$ cat src/rtl/jesd207_pkg.sv
// Shared constants for the JESD207 transmit path: state codes common with the
// transmit controller, and the frame strobe levels for the I and Q slots.
package jesd207_pkg;

  localparam logic [2:0] ST_IDLE   = 3'd0;
  localparam logic [2:0] ST_SETTLE = 3'd1;
  localparam logic [2:0] ST_RUN_I  = 3'd2;
  localparam logic [2:0] ST_RUN_Q  = 3'd3;
  localparam logic [2:0] ST_END    = 3'd4;

  localparam logic TX_FRAME_I = 1'b1;
  localparam logic TX_FRAME_Q = 1'b0;

  // state | meaning: IDLE wait start | SETTLE TXNRX delay | RUN_I I slot | RUN_Q Q slot | END drain
  typedef enum logic [2:0] {
    S_IDLE   = ST_IDLE,
    S_SETTLE = ST_SETTLE,
    S_RUN_I  = ST_RUN_I,
    S_RUN_Q  = ST_RUN_Q,
    S_END    = ST_END
  } tx_state_e;

endpackage

$ cat src/rtl/jesd207_tx_framer.sv
// JESD207 single-port CMOS SDR transmit framer: pops interleaved I/Q words from
// the sample FIFO and drives tx_data/tx_frame in bursts of whole I/Q pairs.
module jesd207_tx_framer
  import jesd207_pkg::*;
#(
  parameter int DW        = 12,
  parameter int CW        = 16,
  parameter int START_DLY = 2
) (
  input  logic          fclk,
  input  logic          rstn,
  input  logic          start,
  input  logic          stop,
  input  logic [CW-1:0] burst_pairs,
  input  logic [DW-1:0] fifo_rdata,
  input  logic          fifo_rempty,
  output logic          fifo_rinc,
  output logic [DW-1:0] tx_data,
  output logic          tx_frame,
  output logic          busy,
  output logic          done,
  output logic          underrun
);

  localparam int DLYW     = (START_DLY > 1) ? $clog2(START_DLY) : 1;
  localparam int DLY_INIT = (START_DLY > 0) ? START_DLY - 1 : 0;
  localparam logic [DLYW-1:0] DLY_LOAD = DLY_INIT[DLYW-1:0];

  tx_state_e       r_state;
  tx_state_e       w_state_nxt;
  logic [CW-1:0]   r_burst_pairs;
  logic [CW-1:0]   r_pair_cnt;
  logic [CW-1:0]   w_pair_cnt_inc;
  logic [DLYW-1:0] r_dly;
  logic            r_pend;
  logic            r_pend_i;
  logic            r_underrun;
  logic [DW-1:0]   r_tx_data;
  logic            r_tx_frame;
  logic            w_run;
  logic            w_accept;
  logic            w_last_pair;

  assign w_run          = (r_state == S_RUN_I) || (r_state == S_RUN_Q);
  assign w_accept       = (r_state == S_IDLE) && start;
  assign w_pair_cnt_inc = r_pair_cnt + CW'(1);
  assign w_last_pair    = (r_burst_pairs != '0) && (w_pair_cnt_inc == r_burst_pairs);

  assign fifo_rinc = w_run && !fifo_rempty;
  assign tx_data   = r_tx_data;
  assign tx_frame  = r_tx_frame;
  assign busy      = (r_state != S_IDLE);
  assign done      = (r_state == S_END);
  assign underrun  = r_underrun;

  always_ff @(posedge fclk or negedge rstn) begin
    if (!rstn) begin
      r_state <= S_IDLE;
    end else begin
      r_state <= w_state_nxt;
    end
  end

  always_comb begin
    w_state_nxt = r_state;
    case (r_state)
      S_IDLE:   if (start) w_state_nxt = S_SETTLE;
      S_SETTLE: if (r_dly == '0) w_state_nxt = S_RUN_I;
      S_RUN_I:  if (!fifo_rempty) w_state_nxt = S_RUN_Q;
      // The Q slot always closes the pair, popped or not, so stop is only seen here.
      S_RUN_Q:  w_state_nxt = (stop || w_last_pair) ? S_END : S_RUN_I;
      S_END:    w_state_nxt = S_IDLE;
      default:  w_state_nxt = S_IDLE;
    endcase
  end

  always_ff @(posedge fclk or negedge rstn) begin
    if (!rstn) begin
      r_burst_pairs <= '0;
      r_pair_cnt    <= '0;
      r_dly         <= '0;
      r_underrun    <= 1'b0;
    end else begin
      if (w_accept) begin
        r_burst_pairs <= burst_pairs;
        r_pair_cnt    <= '0;
        r_dly         <= DLY_LOAD;
        r_underrun    <= 1'b0;
      end else begin
        if ((r_state == S_SETTLE) && (r_dly != '0)) begin
          r_dly <= r_dly - DLYW'(1);
        end
        if (r_state == S_RUN_Q) begin
          r_pair_cnt <= w_pair_cnt_inc;
          if (fifo_rempty) begin
            r_underrun <= 1'b1;
          end
        end
      end
    end
  end

  // FIFO read data lags the pop by one edge; r_pend carries the slot type across.
  always_ff @(posedge fclk or negedge rstn) begin
    if (!rstn) begin
      r_pend     <= 1'b0;
      r_pend_i   <= 1'b0;
      r_tx_data  <= '0;
      r_tx_frame <= TX_FRAME_Q;
    end else begin
      r_pend   <= fifo_rinc;
      r_pend_i <= (r_state == S_RUN_I);
      if (r_pend) begin
        r_tx_data  <= fifo_rdata;
        r_tx_frame <= r_pend_i ? TX_FRAME_I : TX_FRAME_Q;
      end else begin
        r_tx_data  <= '0;
        r_tx_frame <= TX_FRAME_Q;
      end
    end
  end

endmodule

$ cat config.mk
export PLATFORM = sky130hd
export DESIGN_NAME = jesd207_tx_framer
export DESIGN_NICKNAME = d
export VERILOG_FILES = /design/src/rtl/jesd207_pkg.sv /design/src/rtl/jesd207_tx_framer.sv
export SDC_FILE = /design/constraint.sdc
export NUM_CORES = 1
export LEC_CHECK = 0
export ABC_AREA = 1
export BUFFER_PORTS_ARGS = -buffer_cell sky130_fd_sc_hd__buf_2
export CAP_MARGIN = 20
export CORE_ASPECT_RATIO = 1.5
export CORE_MARGIN = 2
export CORE_UTILIZATION = 55
export DETAILED_ROUTE_END_ITERATION = 6
export GPL_TIMING_DRIVEN = 0
export PLACE_DENSITY = 0.79
export REMOVE_ABC_BUFFERS = 1
export SLEW_MARGIN = 20
export SYNTH_ARGS = -nofsm -noshare
export SYNTH_HDL_FRONTEND = slang
export SYNTH_SLANG_ARGS = --single-unit
$ cat constraint.sdc
create_clock -name fclk -period 2 [get_ports fclk]
set_input_delay 0.2 -clock fclk [delete_from_list [all_inputs] [get_ports fclk]]
set_output_delay 0.2 -clock fclk [all_outputs]
set_load 0.03 [all_outputs]
[Word level (Yosys, flattened, before mapping)]
Cells that the tools add are included.
Storage, ports and cells
  word-level logic and storage cells: 49
  register bits after elaboration: 52
  output and inout port bits: 17
Cells by class
  eq/ne operators: 8
  reduce and logical (&&, ||, !) cells: 15
  add/sub/neg operators: 2
  multiplexer cells: 15
Operator list (number)
  $mux W16: 2
  $add A16 B1 Y16 const B: 1
  $eq A16 B16 Y1: 1
  $reduce_bool A16 Y1: 1
  $mux W12: 1
  $mux W3: 4
  $pmux W3 S4: 1
  $mux W1: 7
  $eq A3 B2 Y1 const B: 2
  $ne A2 B2 Y1 const B: 3
  $reduce_bool A2 Y1: 3
  $logic_and A1 B1 Y1: 4
  $eq A3 B1 Y1 const B: 1
  $eq A3 B3 Y1 const B: 1
  $logic_not A3 Y1: 1
  $reduce_and A3 Y1: 1
  $reduce_bool A3 Y1: 1
  $logic_or A1 B1 Y1: 2
  $reduce_and A2 Y1: 1
  $logic_not A1 Y1: 1
  $sub A1 B1 Y1 const B: 1

[Depth between registers and ports, before layout]
Gate-level depths: netlist of run 1.
  depth after elaboration: 6
  mapped depth: 16
  depth with buffers taken out: 16

[Worst setup path after synthesis of run 1]
Ideal clock, no wire load.
  kind: register to register
  from: register r_pair_cnt[0]
  to: register r_state[1]
  path buffers: 0
  cell stages (with the launch flop): 16
  setup time: 116 ps
  data arrival time: 1608 ps
  period minus slack after synthesis: 1724 ps
  path slack: 276 ps
  cell sequence: dfrtp_1 > ha_1 > nand2_2 > inv_1 > nor2_1 > nor2_1 > nor2_1 > nand3_1 > nor2_1 > nand2_1 > nor2_2 > nand2_2 > nand3_2 > nand2_1 > nand2_1 > nand2_1
On the way
  longest elaborated chain between the ends: 6
RTL lines
  start, declared: RTL line jesd207_tx_framer.sv:32  | logic [CW-1:0] r_pair_cnt;
  start signal, assigned: RTL line jesd207_tx_framer.sv:94  | r_pair_cnt <= w_pair_cnt_inc;
  $add A16 B1 Y16: RTL line jesd207_tx_framer.sv:46  | assign w_pair_cnt_inc = r_pair_cnt + CW'(1);
  $eq A16 B16 Y1: RTL line jesd207_tx_framer.sv:47  | assign w_last_pair = (r_burst_pairs != '0) && (w_pair_cnt_inc == r_burst_pairs);
  $logic_and A1 B1 Y1: RTL line jesd207_tx_framer.sv:47
  $logic_or A1 B1 Y1: RTL line jesd207_tx_framer.sv:71  | S_RUN_Q: w_state_nxt = (stop || w_last_pair) ? S_END : S_RUN_I;
  $mux W3: RTL line jesd207_tx_framer.sv:71
  $pmux W3 S4: RTL line jesd207_tx_framer.sv:66  | case (r_state)
  end signal, assigned: RTL line jesd207_tx_framer.sv:60  | r_state <= w_state_nxt;
  end, declared: RTL line jesd207_tx_framer.sv:29  | tx_state_e r_state;
No other way between the ends.
A chain may end at the register's enable or synchronous reset.

[Worst setup path after layout of run 1]
  from: register r_pair_cnt[1]
  to: register r_state[1]
Same word-level chain as after synthesis.

==> metrics.cfg, run 1 <==
[status]
status = complete, no violations

[setup_path]
required_ns = 2.26
reg2reg_from = r_pair_cnt[1]
startpoint_type = flop
endpoint_kind = flop
worstRegToRegCells = 16
setup.worst_path.start = r_pair_cnt[1]
crit_fanout = 5
path_class = reg2reg
arrival_ns = 2.20

[timing]
max_slew_margin_pct = 54.5
tightest_slew_ns = 0.683
fin_crit_sh_pct = 97.2
fin_crit_ns = 1.94
skew_ns = 0.00766
fin_setup_tns_ns = 0
finalSetupViolCount = 0
rsz0062_at_grt = true
finalHoldViolCount = 0
maxSlewViolCount = 0
timing.fmax_mhz = 515

[drt]
routed_via_density = 5.16
wl_per_cell_um = 13.0
wl_um = 6160
ant_nets = 0
drc = 0
drt_iter0_markers = 159
firstDrtPassIters = 4
vias = 2452

[grt]
grt_overflow_total = 0
met3_usage_pct = 3.02
grt_pass1_vias = 2457
grt_pass1_wl_um = 10500
grt_util_all_layers_pct = 25.1
grt_use_met1_pct = 29.7
antenna_found_initial = 0
gr-max-usage-layer = met2
grt_max_degree = 53
use_met2_pct = 42.9

[final_layout]
nets = 442
final_area_sq_mm = 0.00322
area_delta_synth_final_pct = 19.5
n_antenna_cell = 0
layout.cells.non_filler = 475
final_layout_size_suffix_gt1_share_pct = 22.0

[cts]
cts_buffers = 5
cts_buffer_depth = 2
clkLatencyLatePin_ns = 0.31
path_clk_slew_ns = 0.10
root_buffer = clkbuf_8
clock_sinks = 52
cts_max_level = 2
cts_tree = built

[hold_path]
hold_class = in2reg
hold_depth = 2
min-delay-start = fifo_rempty

[pwr]
powerDensity_mw_per_mm2 = 1270
power_leakage_nw = 1.71
peakVddDrop_mv = 0.784

[synthesis]
synth_seq_cells = 52
synth_seq_area_share_pct = 48.3
syn_area_sq_mm = 0.00270
synth.distinct_cells = 23
synth.avg_cell_area_sq_um = 7.66
syn_inst = 352
yosysWarnings = 0

[place]
place_area_sq_mm = 0.00300
dpl.hpwl_um = 4320
gp_congestion = 0.876
placed_cells = 461
numPortBuffers = 49

[floorplan]
dieWidth_um = 61.2
core_sq_mm = 0.00477
rows = 31
start_util_pct = 56.5
die_h_um = 89.8
ios = 50
die_area_sq_mm = 0.00549

[flow_run]
drv_cap = 0

path summary, 6_finish.rpt:
kind | endpoint | slack (ns)
max reg2reg | r_state[1] | 0.06
max | r_state[1] | 0.06
max in group asynchronous | r_burst_pairs[4] | 1.08
min in group asynchronous | tx_data[8] | 0.45
min reg2reg | tx_frame | 0.48
min | r_pend | 0.04
critical path, stage by stage, from the launching register on:
cell	delay (ns)
dfrtp_1	0.41
ha_4	0.19
nand2_4	0.06
nor2_4	0.20
nand2_1	0.11
nand2_2	0.10
buf_4	0.11
nand3_2	0.08
nand3_1	0.09
nor2_1	0.05
nand2_1	0.11
nor2_2	0.06
nand2_2	0.09
nand3_2	0.06
nand2_1	0.06
nand2_1	0.04
nand2_1	0.05
cells in the mapped netlist:
master,instances,area (sq um)
nand2_1,108,405
inv_1,54,203
dfrtp_1,52,1300
nand3_1,36,180
nor2_1,28,105
o21ai_0,23,115
nand4_1,8,50.1
o22ai_1,8,50.1
nor2_4,6,67.6
clkbuf_1,5,18.8
nand2_2,4,25.0
xor2_1,4,35.0
nor2_2,3,18.8
nor3_1,2,10.0
o21ai_1,2,10.0
xnor3_1,2,45.0
a21oi_1,1,5.00
buf_2,1,5.00
clkinv_1,1,3.75
ha_1,1,12.5
nand2_4,1,11.3
nand3_2,1,10.0
xnor2_1,1,8.76
timing repair:
item,4_1_cts,5_1_grt
hold buffers,1,0
pin swaps,1,15
buffers inserted,3,2
gates resized for setup,4,16
endpoints found under the hold margin,52,0
endpoints found under the setup margin,28,10
cells by family (layout without fill, tap and decap cells):
logic type | count (synthesis) | in the layout | synth area share (%)
AO/OA/AOI/OAI | 34 | 34 | 6.68
XOR/XNOR | 7 | 7 | 3.29
adder cells (fa/ha/maj) | 1 | 1 | 0.464
buffers and inverters | 61 | 118 | 8.54
flip-flops | 52 | 52 | 48.3
AND/OR/NAND/NOR | 197 | 197 | 32.8
where the power goes:
group	leakage (nW)	internal [mW]	switching, mW	total (mW)
registers	0.683	1.41	0.295	1.70
clock network	0.0463	0.258	0.383	0.640
logic	0.977	0.641	1.13	1.77
cell usage in the layout (no fill, tap or decap), drive strengths merged:
cell         instances
xnor2                1
a21oi                1
clkinvlp             1
clkbuf               5
ha                   1
buf                 54
nand3               37
inv                 56
nor2                37
xnor3                2
o21ai               25
nor3                 2
xor2                 4
dlygate4sd3          1
o22ai                8
nand2              113
nand4                8
dfrtp               52
clkinv               1
sequential cells by signal, summed over array words and instances (netlist names):
name	count
underrun	1
r_state	3
r_pend	1
r_pend_i	1
r_burst_pairs	16
tx_data	12
r_pair_cnt	16
tx_frame	1
r_dly	1
through the flow:
stage / total power, mW / setup slack [ns] / util [%] / hold WS, ns
detailed placement: 3.34 / -0.224 / 62.9 / 0.280
global placement: 3.28 / -0.163 / 62.9 / 0.382
global route: 4.47 / -0.172 / 67.6 / 0.0509
floorplan: 2.88 / 0.276 / - / -0.0956
finish: 4.11 / 0.0570 / 67.6 / 0.0444
CTS: 4.02 / 0.0597 / 65.9 / 0.0433
layout make-up:
cell class | instances | area, sq um
inverter | 55 | 209
sequential | 52 | 1300
multi-input combinational | 239 | 1230
fill | 433 | 1550
clock inverter | 3 | 27.5
tap | 66 | 82.6
clock buffer | 5 | 68.8
timing repair buffer | 55 | 299
metal layers:
metal	vias to the layer above	wire length, um
li1	1215	-
met1	1146	2310
met2	70	3310
met3	21	266
met4	0	266
met5	-	0
No activity file was read; power rests on OpenSTA's default activity.
==> run 2, diff against run 1 <==
CORE_UTILIZATION = 45   (was 55)
PLACE_DENSITY = 0.67   (was 0.79)
==> run 2 against run 1 <==
  * Clock skew is 0.0026 ns higher
  * Worst setup slack better by 0.049 ns
  * Via count is 1.6% lower
  * Clock-buffer cell count stayed put
  * Combinational power is 3% lower
  * Non-clock buffer count stayed put
  * Cell count is 1.3% higher
  * Total power is 0.57% lower
  * Design area is 0.58% higher
  * Die area is 21% higher
  * Critical path type unchanged
  * Largest power group is now registers
==> metrics.cfg, run 2 (same netlist as run 1, synthesis figures left out) <==
[status]
status = complete, no violations  ; unchanged

[floorplan]
dieWidth_um = 67.2  ; was 61.2 um
ios = 50  ; unchanged
rows = 34  ; was 31
die_area_sq_mm = 0.00664  ; was 0.00549 sq mm
die_h_um = 98.8  ; was 89.8 um
core_sq_mm = 0.00579  ; was 0.00477 sq mm
start_util_pct = 46.6  ; was 56.5%

[pwr]
peakVddDrop_mv = 0.785  ; was 0.784 mV
power_leakage_nw = 1.71  ; about the same
internal_power_mw = 2.30  ; was 2.31 mW
switchingPower_mw = 1.79  ; was 1.80 mW
clockPowerShare_pct = 15.8  ; was 15.6%
powerDensity_mw_per_mm2 = 1260  ; was 1270 mW/mm^2
design_power_total_mw = 4.09  ; was 4.11 mW
seqPwrFrac_pct = 42.1  ; was 41.4%
power_frac_comb_pct = 42.0  ; was 43.0%
p_sw_share_pct = 43.7  ; was 43.9%

[final_layout]
area_delta_synth_final_pct = 20.2  ; was 19.5%
fin_util_pct = 56.0  ; was 67.6%
mostFrequentLayoutCells = 104 x nand2_1, 54 x inv_1, 50 x dfrtp_1, 48 x buf_2, 34 x nand3_1  ; was 104 x nand2_1, 54 x inv_1, 52 x dfrtp_1, 48 x buf_2, 32 x nand3_1
nets = 442  ; unchanged
n_antenna_cell = 0  ; unchanged
final_layout_size_suffix_gt1_share_pct = 22.0  ; unchanged
final_common_cell = nand2_1  ; unchanged
final_area_sq_mm = 0.00324  ; was 0.00322 sq mm

[grt]
grt_max_degree = 53  ; unchanged
grt_overflow_total = 0  ; unchanged
grt_util_all_layers_pct = 20.6  ; was 25.1%
antenna_found_initial = 0  ; unchanged
grt_pass1_vias = 2423  ; was 2,457
grt_pass1_wl_um = 10600  ; was 10,500 um

[drt]
wl_um = 6240  ; was 6160 um
drt_iter0_markers = 121  ; was 159
drc = 0  ; unchanged
firstDrtPassIters = 4  ; unchanged
vias = 2412  ; was 2,452
ant_nets = 0  ; unchanged
wl_per_cell_um = 13.0  ; about the same
routed_via_density = 5.01  ; was 5.16

[setup_path]
path_class = reg2reg  ; unchanged
endpoint_kind = flop  ; unchanged
arrival_ns = 2.10  ; was 2.20 ns
crit_fanout = 6  ; was 5
startpoint_type = flop  ; unchanged
required_ns = 2.21  ; was 2.26 ns

[timing]
maxSlewViolCount = 0  ; unchanged
finalHoldViolCount = 0  ; unchanged
fin_crit_sh_pct = 94.7  ; was 97.2%
skew_ns = 0.0102  ; was 0.00766 ns
finalSetupViolCount = 0  ; unchanged
rsz0062_at_grt = true  ; unchanged
fin_crit_ns = 1.89  ; was 1.94 ns
tightest_slew_ns = 0.672  ; was 0.683 ns
timing.fmax_mhz = 528  ; was 515 MHz
max_slew_margin_pct = 55.2  ; was 54.5%
fin_setup_tns_ns = 0  ; unchanged

[cts]
path_clk_slew_ns = 0.10  ; about the same
cts_buffers = 5  ; unchanged
clkLatencyLatePin_ns = 0.32  ; was 0.31 ns
root_buffer = clkbuf_8  ; unchanged
cts_buffer_depth = 2  ; unchanged
clock_sinks = 52  ; unchanged
cts_tree = built  ; unchanged
cts_max_level = 2  ; unchanged

[place]
numPortBuffers = 49  ; unchanged
dpl.hpwl_um = 4400  ; was 4320 um
gp_congestion = 0.840  ; was 0.876
place_area_sq_mm = 0.00301  ; was 0.00300 sq mm

[hold_path]
hold_class = in2reg  ; unchanged

[flow_run]
drv_cap = 0  ; unchanged

run 2: cell count changes in the layout (fill, tap and decap cells not counted), sizes merged:
cell	previous run	this run
clkinvlp	1	0
inv	56	57
run 2: cell type report:
type                    count  area [sq um]
inverters                  55           209
repair buffers             55           324
fillers                   586          2540
well taps                  72          90.1
multi-input cells         239          1220
clock inverters             3          26.3
clock buffers               5          68.8
flip-flops and latches     52          1300
run 2: layer usage:
layer	global-route usage, %	up-vias	wire length (um)	part of all wire, %
li1	-	1218	-	-
met1	23.9	1148	2510	40
met2	37.7	38	3450	55
met3	2.51	8	183	2.9
met4	7.22	0	98	1.6
met5	0	-	0	0
run 2: worst paths after layout:
check / cells after the start / endpoint / slack (ns) / start
setup / recovery: 16 / r_state[1] / 0.11 / r_pair_cnt[1]
hold / removal: 2 / r_pend / 0.04 / fifo_rempty
setup reg to reg: 16 / r_state[1] / 0.11 / r_pair_cnt[1]
hold reg to reg: 2 / tx_frame / 0.44 / r_pend_i
max in group asynchronous: 2 / r_pair_cnt[2] / 1.05 / rstn
min in group asynchronous: 2 / tx_data[1] / 0.45 / rstn
run 2: repair_timing:
item                       CTS  global route
setup buffers                2             3
hold buffers                 1             0
setup endpoints to repair   28             4
gates resized for setup      4            16
gates cloned                 0             0
hold endpoints to repair    52             0
pin swaps                    1            10
run 2: metrics by stage:
step           hold slack (ns)  worst slack, ns  instances
4_1_cts                 0.0374          0.00262        478
2_1_floorplan          -0.0956            0.276        346
6_report                0.0440            0.106        481
5_1_grt                 0.0528          -0.0755        481
3_5_place_dp             0.280           -0.190        467
3_3_place_gp             0.384           -0.214        467
run 2: critical path, cell delays in order (launching register included):
cell and delay, ns:
dfrtp_2 0.46, ha_4 0.20, nand2_4 0.08, nor2_4 0.04, buf_12 0.13, nand3_2 0.07, nand2_1 0.07, nand2_1 0.10
nand2_1 0.06, nor2_1 0.09, nand3_1 0.11, nor2_2 0.11, nand2_2 0.08, nand3_2 0.06, nand2_1 0.05, nand2_1 0.05
nand2_1 0.04
run 2: power by group through the flow:
stage          Clock [mW]  Combinational (mW)  Sequential, mW
2_1_floorplan           0                1.14            1.74
3_3_place_gp            0                1.60            1.72
3_5_place_dp            0                1.63            1.73
4_1_cts             0.663                1.67            1.70
5_1_grt             0.698                1.97            1.77
6_report            0.646                1.72            1.72
